===== config.mk =====
export PLATFORM = sky130hd
export DESIGN_NAME = unified_memory_write_arbiter
export DESIGN_NICKNAME = d
export VERILOG_FILES = /design/src/rtl/unified_memory_write_arbiter.sv
export SDC_FILE = /design/constraint.sdc
export NUM_CORES = 1
export LEC_CHECK = 0
export ABC_AREA = 1
export BUFFER_PORTS_ARGS = -buffer_cell sky130_fd_sc_hd__buf_4
export CORE_ASPECT_RATIO = 0.5
export CORE_UTILIZATION = 45
export CTS_BUF_LIST = sky130_fd_sc_hd__clkbuf_16
export CTS_CLUSTER_SIZE = 12
export DETAILED_ROUTE_END_ITERATION = 16
export HOLD_SLACK_MARGIN = 0.15
export PLACE_DENSITY = 0.74
export SLEW_MARGIN = 10
export SYNTH_ARGS = -nofsm -noshare
export SYNTH_HDL_FRONTEND = slang
export SYNTH_SLANG_ARGS = --single-unit
export TNS_END_PERCENT = 10

===== constraint.sdc =====
create_clock -name clk -period 3.3 [get_ports clk]
set_clock_uncertainty 0.2 [all_clocks]
set_input_delay 0 -clock clk [delete_from_list [all_inputs] [get_ports clk]]
set_output_delay 0 -clock clk [all_outputs]
set_load 0.03 [all_outputs]

===== src/rtl/unified_memory_write_arbiter.sv =====
`default_nettype none
// ============================================================================
//  Module      : unified_memory_write_arbiter
//  Description : Owns the single aligned-only write port of the unified
//                memory. Arbitrates store requests from the core (req0) and
//                the program loader / debug port (req1) using valid/ready
//                handshakes. Aligned stores pass through as one beat;
//                misaligned half/word stores are split into sequential byte
//                beats. All memory-side outputs are registered.
//  Ports       :
//    clk                 - single clock, all state updates on posedge
//    reset               - synchronous, active-high reset
//    reqN_valid          - store request valid (N = 0 core, 1 loader/debug)
//    reqN_ready          - request accepted on this edge when valid & ready
//    reqN_addr [31:0]    - byte address
//    reqN_width[3:0]     - 1 = byte, 2 = half, 4 = word, others invalid
//    reqN_data [31:0]    - LSB-aligned store data
//    mem_write_en        - write strobe, memory commits on following edge
//    mem_write_width     - 1, 2 or 4
//    mem_addr_write      - write address, aligned to mem_write_width
//    mem_write_data      - LSB-aligned write data
//    busy                - an accepted request still has beats on the port
//    err_width           - one-cycle pulse: accepted request had bad width
//  Parameters  :
//    ROUND_ROBIN         - 1: alternate on contention, 0: req0 always wins
//  Revision    : 1.0 - initial release
// ============================================================================

module unified_memory_write_arbiter #(
    parameter int ROUND_ROBIN = 1
) (
    input  logic        clk,
    input  logic        reset,

    input  logic        req0_valid,
    output logic        req0_ready,
    input  logic [31:0] req0_addr,
    input  logic [3:0]  req0_width,
    input  logic [31:0] req0_data,

    input  logic        req1_valid,
    output logic        req1_ready,
    input  logic [31:0] req1_addr,
    input  logic [3:0]  req1_width,
    input  logic [31:0] req1_data,

    output logic        mem_write_en,
    output logic [3:0]  mem_write_width,
    output logic [31:0] mem_addr_write,
    output logic [31:0] mem_write_data,

    output logic        busy,
    output logic        err_width
);

    localparam logic [3:0] c_W_BYTE = 4'd1;
    localparam logic [3:0] c_W_HALF = 4'd2;
    localparam logic [3:0] c_W_WORD = 4'd4;

    // ST_IDLE : nothing on the port
    // ST_ISSUE: mem_* outputs hold a beat, r_beats_left counts this one and
    //           any still to follow
    typedef enum logic [0:0] {
        ST_IDLE  = 1'b0,
        ST_ISSUE = 1'b1
    } state_t;

    state_t      r_state;
    logic [2:0]  r_beats_left;
    // Identity of the last granted requester: 1 = req1. Resetting it to 1
    // makes req0 win the first contended cycle.
    logic        r_last_grant;
    // Split-store context: address of the next byte beat and the bytes that
    // have not yet been issued (next one sits in bits [7:0]).
    logic [31:0] r_next_addr;
    logic [23:0] r_rem_data;

    logic        w_grant0;
    logic        w_grant1;
    logic        w_slot_free;
    logic        w_accept;
    logic [31:0] w_sel_addr;
    logic [3:0]  w_sel_width;
    logic [31:0] w_sel_data;
    logic        w_width_ok;
    logic        w_aligned;

    // ------------------------------------------------------------------------
    // Arbitration. Grants depend only on valids and the pointer; the slot
    // check is applied afterwards so a grant never implies acceptance.
    // ------------------------------------------------------------------------
    generate
        if (ROUND_ROBIN != 0) begin : g_round_robin
            always_comb begin
                w_grant0 = 1'b0;
                w_grant1 = 1'b0;
                if (req0_valid && req1_valid) begin
                    w_grant0 = r_last_grant;
                    w_grant1 = ~r_last_grant;
                end else begin
                    w_grant0 = req0_valid;
                    w_grant1 = req1_valid;
                end
            end
        end else begin : g_fixed_priority
            always_comb begin
                w_grant0 = req0_valid;
                w_grant1 = req1_valid & ~req0_valid;
            end
        end
    endgenerate

    // A new request may be accepted when the port is empty or when the beat
    // currently presented is the last one of its request; the latter keeps
    // mem_write_en high with no bubble between requests.
    assign w_slot_free = (r_state == ST_IDLE) ||
                         ((r_state == ST_ISSUE) && (r_beats_left == 3'd1));

    assign req0_ready = w_slot_free & w_grant0;
    assign req1_ready = w_slot_free & w_grant1;
    assign w_accept   = req0_ready | req1_ready;

    assign w_sel_addr  = w_grant1 ? req1_addr  : req0_addr;
    assign w_sel_width = w_grant1 ? req1_width : req0_width;
    assign w_sel_data  = w_grant1 ? req1_data  : req0_data;

    assign w_width_ok = (w_sel_width == c_W_BYTE) ||
                        (w_sel_width == c_W_HALF) ||
                        (w_sel_width == c_W_WORD);

    assign w_aligned  = (w_sel_width == c_W_BYTE) ||
                        ((w_sel_width == c_W_HALF) && (w_sel_addr[0] == 1'b0)) ||
                        ((w_sel_width == c_W_WORD) && (w_sel_addr[1:0] == 2'b00));

    assign busy = (r_state == ST_ISSUE);

    // ------------------------------------------------------------------------
    // State machine and registered memory-side outputs.
    // ------------------------------------------------------------------------
    always_ff @(posedge clk) begin
        if (reset) begin
            r_state         <= ST_IDLE;
            r_beats_left    <= 3'd0;
            r_last_grant    <= 1'b1;
            r_next_addr     <= 32'd0;
            r_rem_data      <= 24'd0;
            mem_write_en    <= 1'b0;
            mem_write_width <= 4'd0;
            mem_addr_write  <= 32'd0;
            mem_write_data  <= 32'd0;
            err_width       <= 1'b0;
        end else begin
            err_width <= 1'b0;

            if (w_accept) begin
                r_last_grant <= w_grant1;

                if (!w_width_ok) begin
                    // Accepted but dropped. Any prior request has finished
                    // by now because acceptance needs a free slot.
                    err_width    <= 1'b1;
                    mem_write_en <= 1'b0;
                    r_state      <= ST_IDLE;
                    r_beats_left <= 3'd0;
                end else if (w_aligned) begin
                    mem_write_en    <= 1'b1;
                    mem_write_width <= w_sel_width;
                    mem_addr_write  <= w_sel_addr;
                    mem_write_data  <= w_sel_data;
                    r_state         <= ST_ISSUE;
                    r_beats_left    <= 3'd1;
                end else begin
                    // Misaligned half or word: first byte beat now, the
                    // remaining bytes at consecutive addresses (wrapping at
                    // 2^32) on following cycles.
                    mem_write_en    <= 1'b1;
                    mem_write_width <= c_W_BYTE;
                    mem_addr_write  <= w_sel_addr;
                    mem_write_data  <= {24'd0, w_sel_data[7:0]};
                    r_next_addr     <= w_sel_addr + 32'd1;
                    r_rem_data      <= w_sel_data[31:8];
                    r_state         <= ST_ISSUE;
                    r_beats_left    <= w_sel_width[2:0];
                end
            end else if ((r_state == ST_ISSUE) && (r_beats_left > 3'd1)) begin
                mem_write_en    <= 1'b1;
                mem_write_width <= c_W_BYTE;
                mem_addr_write  <= r_next_addr;
                mem_write_data  <= {24'd0, r_rem_data[7:0]};
                r_next_addr     <= r_next_addr + 32'd1;
                r_rem_data      <= {8'd0, r_rem_data[23:8]};
                r_beats_left    <= r_beats_left - 3'd1;
            end else begin
                // Last beat done (or nothing pending) and nothing new.
                mem_write_en <= 1'b0;
                r_state      <= ST_IDLE;
                r_beats_left <= 3'd0;
            end
        end
    end

endmodule

`default_nettype wire

======== Word level (Yosys, flattened, before mapping) ========
Index checks and enable logic that the tools add are counted.
storage, ports and cells
  register bits ........................... 131
  bits in latches ......................... 0
  memory bits (writable) .................. 0
  memory bits (read-only) ................. 0
  input port bits ......................... 140
  output and inout port bits .............. 73
  logic and storage cells ................. 77
  memories kept ........................... 0
operators by class
  add/sub/neg operators ................... 3
  $mul .................................... 0
  div/mod/pow operators ................... 0
  magnitude comparators ................... 1
  eq/ne operators ......................... 7
  shifts and indexed selects .............. 0
  multiplexer cells ....................... 34
  bitwise gates (word level) .............. 7
  reduce and logical (&&, ||, !) cells .... 15
operators by type and width
  kind                                                                  count
  32-bit 2-to-1 mux                                                     13
  24-bit 2-to-1 mux                                                     4
  32-bit by 1-bit adder with 32-bit output, second input constant       2
  4-bit 2-to-1 mux                                                      5
  3-bit 2-to-1 mux                                                      4
  1-bit 2-to-1 mux                                                      8
  1-bit logical AND                                                     5
  1-bit logical OR                                                      5
  4-bit by 1-bit == test with 1-bit output, second input constant       1
  4-bit by 2-bit == test with 1-bit output, second input constant       1
  4-bit by 3-bit == test with 1-bit output, second input constant       1
  2-bit != test, second input constant                                  2
  1-bit inverter                                                        4
  3-bit by 1-bit == test with 1-bit output, second input constant       1
  3-bit by 1-bit > comparator with 1-bit output, second input constant  1
  3-bit AND reduction                                                   1
  3-bit by 1-bit subtractor with 3-bit output, second input constant    1
  1-bit bitwise AND                                                     2
  2-bit zero test                                                       1
  2-bit by 1-bit != test with 1-bit output, second input constant       1
  2-bit AND reduction                                                   1
  2-bit nonzero test                                                    1
  2-bit OR reduction                                                    1
  1-bit OR                                                              1

======== Depth between registers and ports, before layout ========
  depth after elaboration ................. 10
  mapped depth ............................ 20
  depth with buffers taken out ............ 19

======== Worst setup path before layout ========
No wires, ideal clock.
  kind .................................... reg-to-reg
  start ................................... register r_beats_left[1]
  end ..................................... register r_next_addr[24]
  setup time .............................. 109 ps
  arrival ................................. 2129 ps
  data required time ...................... 2991 ps
  path slack .............................. 862 ps
  stages on the path, launching flop included .. 21
  buffers on the path ..................... 1
  period minus slack after synthesis ...... 2438 ps
  path through ............................ dfxtp_1 inv_1 ha_1 nand2_1 nand2_2 nand2_2 nand2_4 buf_6 nand2_1 o21ai_2 inv_1 ha_1 nand2_1 nor2_4 nand2_2 nor2_2 nand2_1 nand2_1 nand3_1 nand2_1 inv_1
between the ends
  word-level cells in the longest chain between the ends .. 7
  elaborated cells on any way between the ends .. 13
  classes of those cells .................. order compare (1); eq/ne (3); mux (1); bitwise (3); reduce/logical (5)
RTL lines
  item                                                   line      text
  start: declaration                                     69        logic [2:0] r_beats_left;
  start signal: assignment                               183       r_beats_left <= w_sel_width[2:0];
  start signal: assignment                               192       r_beats_left <= r_beats_left - 3'd1;
  3-bit by 1-bit == test with 1-bit output               117       ((r_state == ST_ISSUE) && (r_beats_left == 3'd1));
  1-bit logical AND                                      117
  1-bit logical OR                                       116       assign w_slot_free = (r_state == ST_IDLE) ||
  1-bit bitwise AND (on tied branches)                   119, 120
  1-bit OR                                               121       assign w_accept = req0_ready | req1_ready;
  2-bit != test (no line), or another cell as far along  n/a
  3-bit AND reduction (no line)                          n/a
  end signal: assignment                                 180       r_next_addr <= w_sel_addr + 32'd1;
  end signal: assignment                                 190       r_next_addr <= r_next_addr + 32'd1;
  end: declaration                                       75        logic [31:0] r_next_addr;
Parallel ways exist; a longest one is shown, timed or not.
A chain may end at the register's enable or synchronous reset.

======== Worst setup path after layout ========
  start ................................... register r_last_grant
  end ..................................... register mem_write_data[1]
between the ends
  word-level cells in the longest chain between the ends .. 8
  elaborated cells on any way between the ends .. 19
  classes of those cells .................. eq/ne (4); mux (7); bitwise (4); reduce/logical (4)
RTL lines
  item                                                                                                  line      text
  start: declaration                                                                                    72        logic r_last_grant;
  start signal: assignment                                                                              156       r_last_grant <= w_grant1;
  1-bit inverter                                                                                        99        w_grant1 = ~r_last_grant;
  1-bit 2-to-1 mux                                                                                      97        if (req0_valid && req1_valid) begin
  4-bit 2-to-1 mux                                                                                      124       assign w_sel_width = w_grant1 ? req1_width : req0_width;
  4-bit by 1-bit == test with 1-bit output or 4-bit by 2-bit == test with 1-bit output (tied branches)  127, 128
  1-bit logical OR                                                                                      127       assign w_width_ok = (w_sel_width == c_W_BYTE) ||
  1-bit logical OR                                                                                      128       (w_sel_width == c_W_HALF) ||
  2-bit by 1-bit != test with 1-bit output (no line)                                                    n/a
  2-bit AND reduction (no line)                                                                         n/a
  end signal: assignment                                                                                169       mem_write_data <= w_sel_data;
  end signal: assignment                                                                                179       mem_write_data <= {24'd0, w_sel_data[7:0]};
  end signal: assignment                                                                                189       mem_write_data <= {24'd0, r_rem_data[7:0]};
  end: declaration                                                                                      50        output logic [31:0] mem_write_data,
Parallel ways exist; a longest one is shown, timed or not. The select of a mux whose other input is x is not followed.

==> impl_metrics.tcl <==
set metrics [dict create \
    arrival_ns 3.24 \
    path_clk_slew_ns 0.07 \
    ant_nets 0 \
    holdWs_ns 0.185 \
    p_leak_nw 5.18 \
    r2r-end "mem_write_data[1]$_SDFFE_PP0P_" \
    ir_worst_vdd_v 0.000412 \
    p_sw_frac 0.337 \
    fillers 1275 \
    yosys_warnings 0 \
    grt_overflow 0 \
    finalWirelength_um 25900 \
    num_rows 32 \
    min_to "mem_write_data[24]$_SDFFE_PP0P_" \
    synth-seq-cells 131 \
    reg2reg_slack_ns 0.21 \
    power.density_nw_per_um2 469 \
    grt_pass1_wl_um 41300 \
    r2r-start "r_last_grant$_SDFFE_PP1N_" \
    io_buffers 212 \
    htreeDepth 4 \
    synth_area_per_cell_um2 6.28 \
    final_layout_size_suffix_gt1_frac 0.201 \
    cts_buffers 17 \
    maxCapViolations 0 \
    p_int_mw 3.48 \
    dieWidth_um 183 \
    cts_tree "done" \
    ioPinCount 213 \
    setup_viol 0 \
    cp-startpoint "r_last_grant$_SDFFE_PP1N_" \
    detail_route.wl_per_cell_um 14.8 \
    viasPerCell 5.10 \
    die_h_um 92.5 \
    grt_max_degree 82 \
    slew_viol_final 0 \
    seq_area_frac_synth 0.355 \
    dp_hpwl_um 16000 \
    reg2reg_depth 14 \
    initial_utilization 0.470 \
    crit_type "flop to flop" \
    pwr-share-clk 0.368 \
    design_area_um2 11200 \
    drt-initial-drc-count 607 \
    area_growth_pct 51.8 \
    post_cts_buffers 0 \
    clock-root-buffer "clkbuf_16" \
    drc 0 \
    fin_crit_ns 3.09 \
    synth.cell_area_um2 7380 \
    syn_nets 1317 \
    grtUsageTotal 0.305 \
    gp_congestion 0.949 \
    dr.pass1.iters 5 \
    netlist_instances 1174 \
    mostFrequentLayoutCell "nand2_1" \
    finalHoldViolCount 0 \
    tightestPinTransition_ns 0.868 \
    pwr-share-seq 0.343 \
    cts.sinks 131 \
    clock.fmax_mhz 323 \
    cp-start-kind "flop" \
    status "completed" \
    critPathMaxFanout 81 \
    pwr-share-comb 0.289 \
    power.switching_mw 1.77 \
    nets 1654 \
    slew-limit-headroom 0.418 \
    crit_required_ns 3.45 \
    min_path_type "input pin to flop" \
    route.vias.total 8897 \
    grt_pass1_vias 8757 \
    clock_latency_ns 0.42 \
    grt_setup_unrepaired "yes" \
    mostFrequentLayoutCells "nand2_1, buf_4, dlygate4sd3_1" \
    dieArea_um2 16900 \
    hold_start "req1_valid" \
    placed_area_um2 8920 \
    period_share 0.938 \
    hold_path_depth 7 \
    cp-end-kind "flop" \
    core_area_um2 15700 \
    clk_path_buf_depth 2 \
    synth_cell_types 35 \
    antenna_found_initial 0 \
]
[worst max-delay path, stage by stage (launching register included)]
cell	delay [ns]
dfxtp_1	0.35
nand2_1	0.13
nand2_8	0.20
buf_8	0.25
nand2_1	0.09
o21ai_2	0.09
inv_2	0.08
nor2_1	0.16
nand2_1	0.11
nand3_2	0.11
nand2_2	0.08
nand2_2	0.14
buf_4	0.62
o21ai_0	0.20
a31oi_1	0.19
[metal layers]
metal | global-route usage | share of wire | vias up
li1 | - | - | 4419
met1 | 0.356 | 0.43 | 4096
met2 | 0.554 | 0.50 | 320
met3 | 0.0558 | 0.049 | 62
met4 | 0.117 | 0.025 | 0
met5 | 0 | 0 | -
[worst max-delay path by stage]
stage / end / slack (ns) / depth (start not counted)
global placement: r_next_addr[16]$_SDFFE_PP0P_ / 0.37 / 15
detailed placement: mem_write_data[1]$_SDFFE_PP0P_ / 0.25 / 14
finish: mem_write_data[1]$_SDFFE_PP0P_ / 0.21 / 14
floorplan: r_next_addr[24]$_SDFFE_PP0P_ / 0.86 / 20
CTS: mem_write_data[18]$_SDFFE_PP0P_ / 0.05 / 14
global route: r_next_addr[23]$_SDFFE_PP0P_ / -0.006 / 17
[power by group through the flow]
stage | sequential, mW | clock (mW) | combinational [mW]
after detailed placement | 1.83 | 0 | 1.27
after CTS | 1.80 | 1.95 | 1.47
after global routing | 1.82 | 2.03 | 1.65
final | 1.80 | 1.93 | 1.52
after global placement | 1.83 | 0 | 1.25
after floorplan | 1.96 | 0 | 0.739
[metrics by stage]
step	TNS (ns)	power (mW)	utilization	setup slack [ns]	std cells
floorplan	0	2.70	-	0.862	1174
global placement	0	3.08	0.569	0.366	1551
detailed placement	0	3.11	0.569	0.246	1551
CTS	0	5.22	0.710	0.0489	1745
global route	-0.0108	5.49	0.713	-0.00597	1745
finish	0	5.25	0.714	0.206	1746
[cell type report]
class,count,area (µm²),area share
multi-input combinational,872,3950,0.353
timing repair buffer,389,3370,0.301
sequential,131,2620,0.234
clock buffer,17,425,0.0380
inverter,100,383,0.0342
tap,221,277,0.0247
clock inverter,15,171,0.0153
antenna,1,2.50,0.000223
[kinds of logic after synthesis]
group,after synthesis,synth area share
and+or+nand+nor,641,0.358
AOI/OAI and AO/OA,220,0.160
adders and majority gates,3,0.00509
DFF,131,0.355
buffers and inverters,171,0.112
xor gates and xnor gates,8,0.00950
[cells in the mapped netlist]
master    instances  share of area
a21oi_2           5         0.0059
buf_1             2         0.0010
xor2_1            8         0.0095
nor2_4            3         0.0046
nand3b_1          4         0.0041
o21ai_1          17          0.012
nand3_1          75          0.051
a21oi_1          90          0.061
nand4_1           1        0.00085
o21ai_0          82          0.056
nor3_1           10         0.0068
o21ai_2           4         0.0047
ha_1              3         0.0051
or2_0             1        0.00085
clkbuf_2          2         0.0014
inv_1            91          0.046
nand2_4           3         0.0046
a211oi_1         10          0.010
buf_8             1         0.0020
buf_6            13          0.020
nor2_1          115          0.059
buf_4            11          0.011
dfxtp_1         131           0.36
a211oi_2          1         0.0017
inv_2             8         0.0041
nand2_1         406           0.21
or2_2             2         0.0017
a31oi_1          11         0.0093
nor2_2            6         0.0051
and2_1            1        0.00085
inv_4             1        0.00085
clkbuf_1         21          0.011
nand3_2           2         0.0027
buf_2            21          0.014
nand2_2          12          0.010
[sequential cells by signal (all words and copies together) (netlist names)]
name	count
err_width	1
r_next_addr	32
r_beats_left	3
r_rem_data	24
busy	1
r_last_grant	1
mem_write_data	32
mem_write_width	4
mem_write_en	1
mem_addr_write	32
[timing repair]
action | in CTS | in global routing
gates resized for setup | 0 | 14
hold buffers | 162 | 0
hold endpoints to repair | 128 | 0
endpoints found under the setup margin | 0 | 48
No activity file was read; power rests on OpenSTA's default activity.
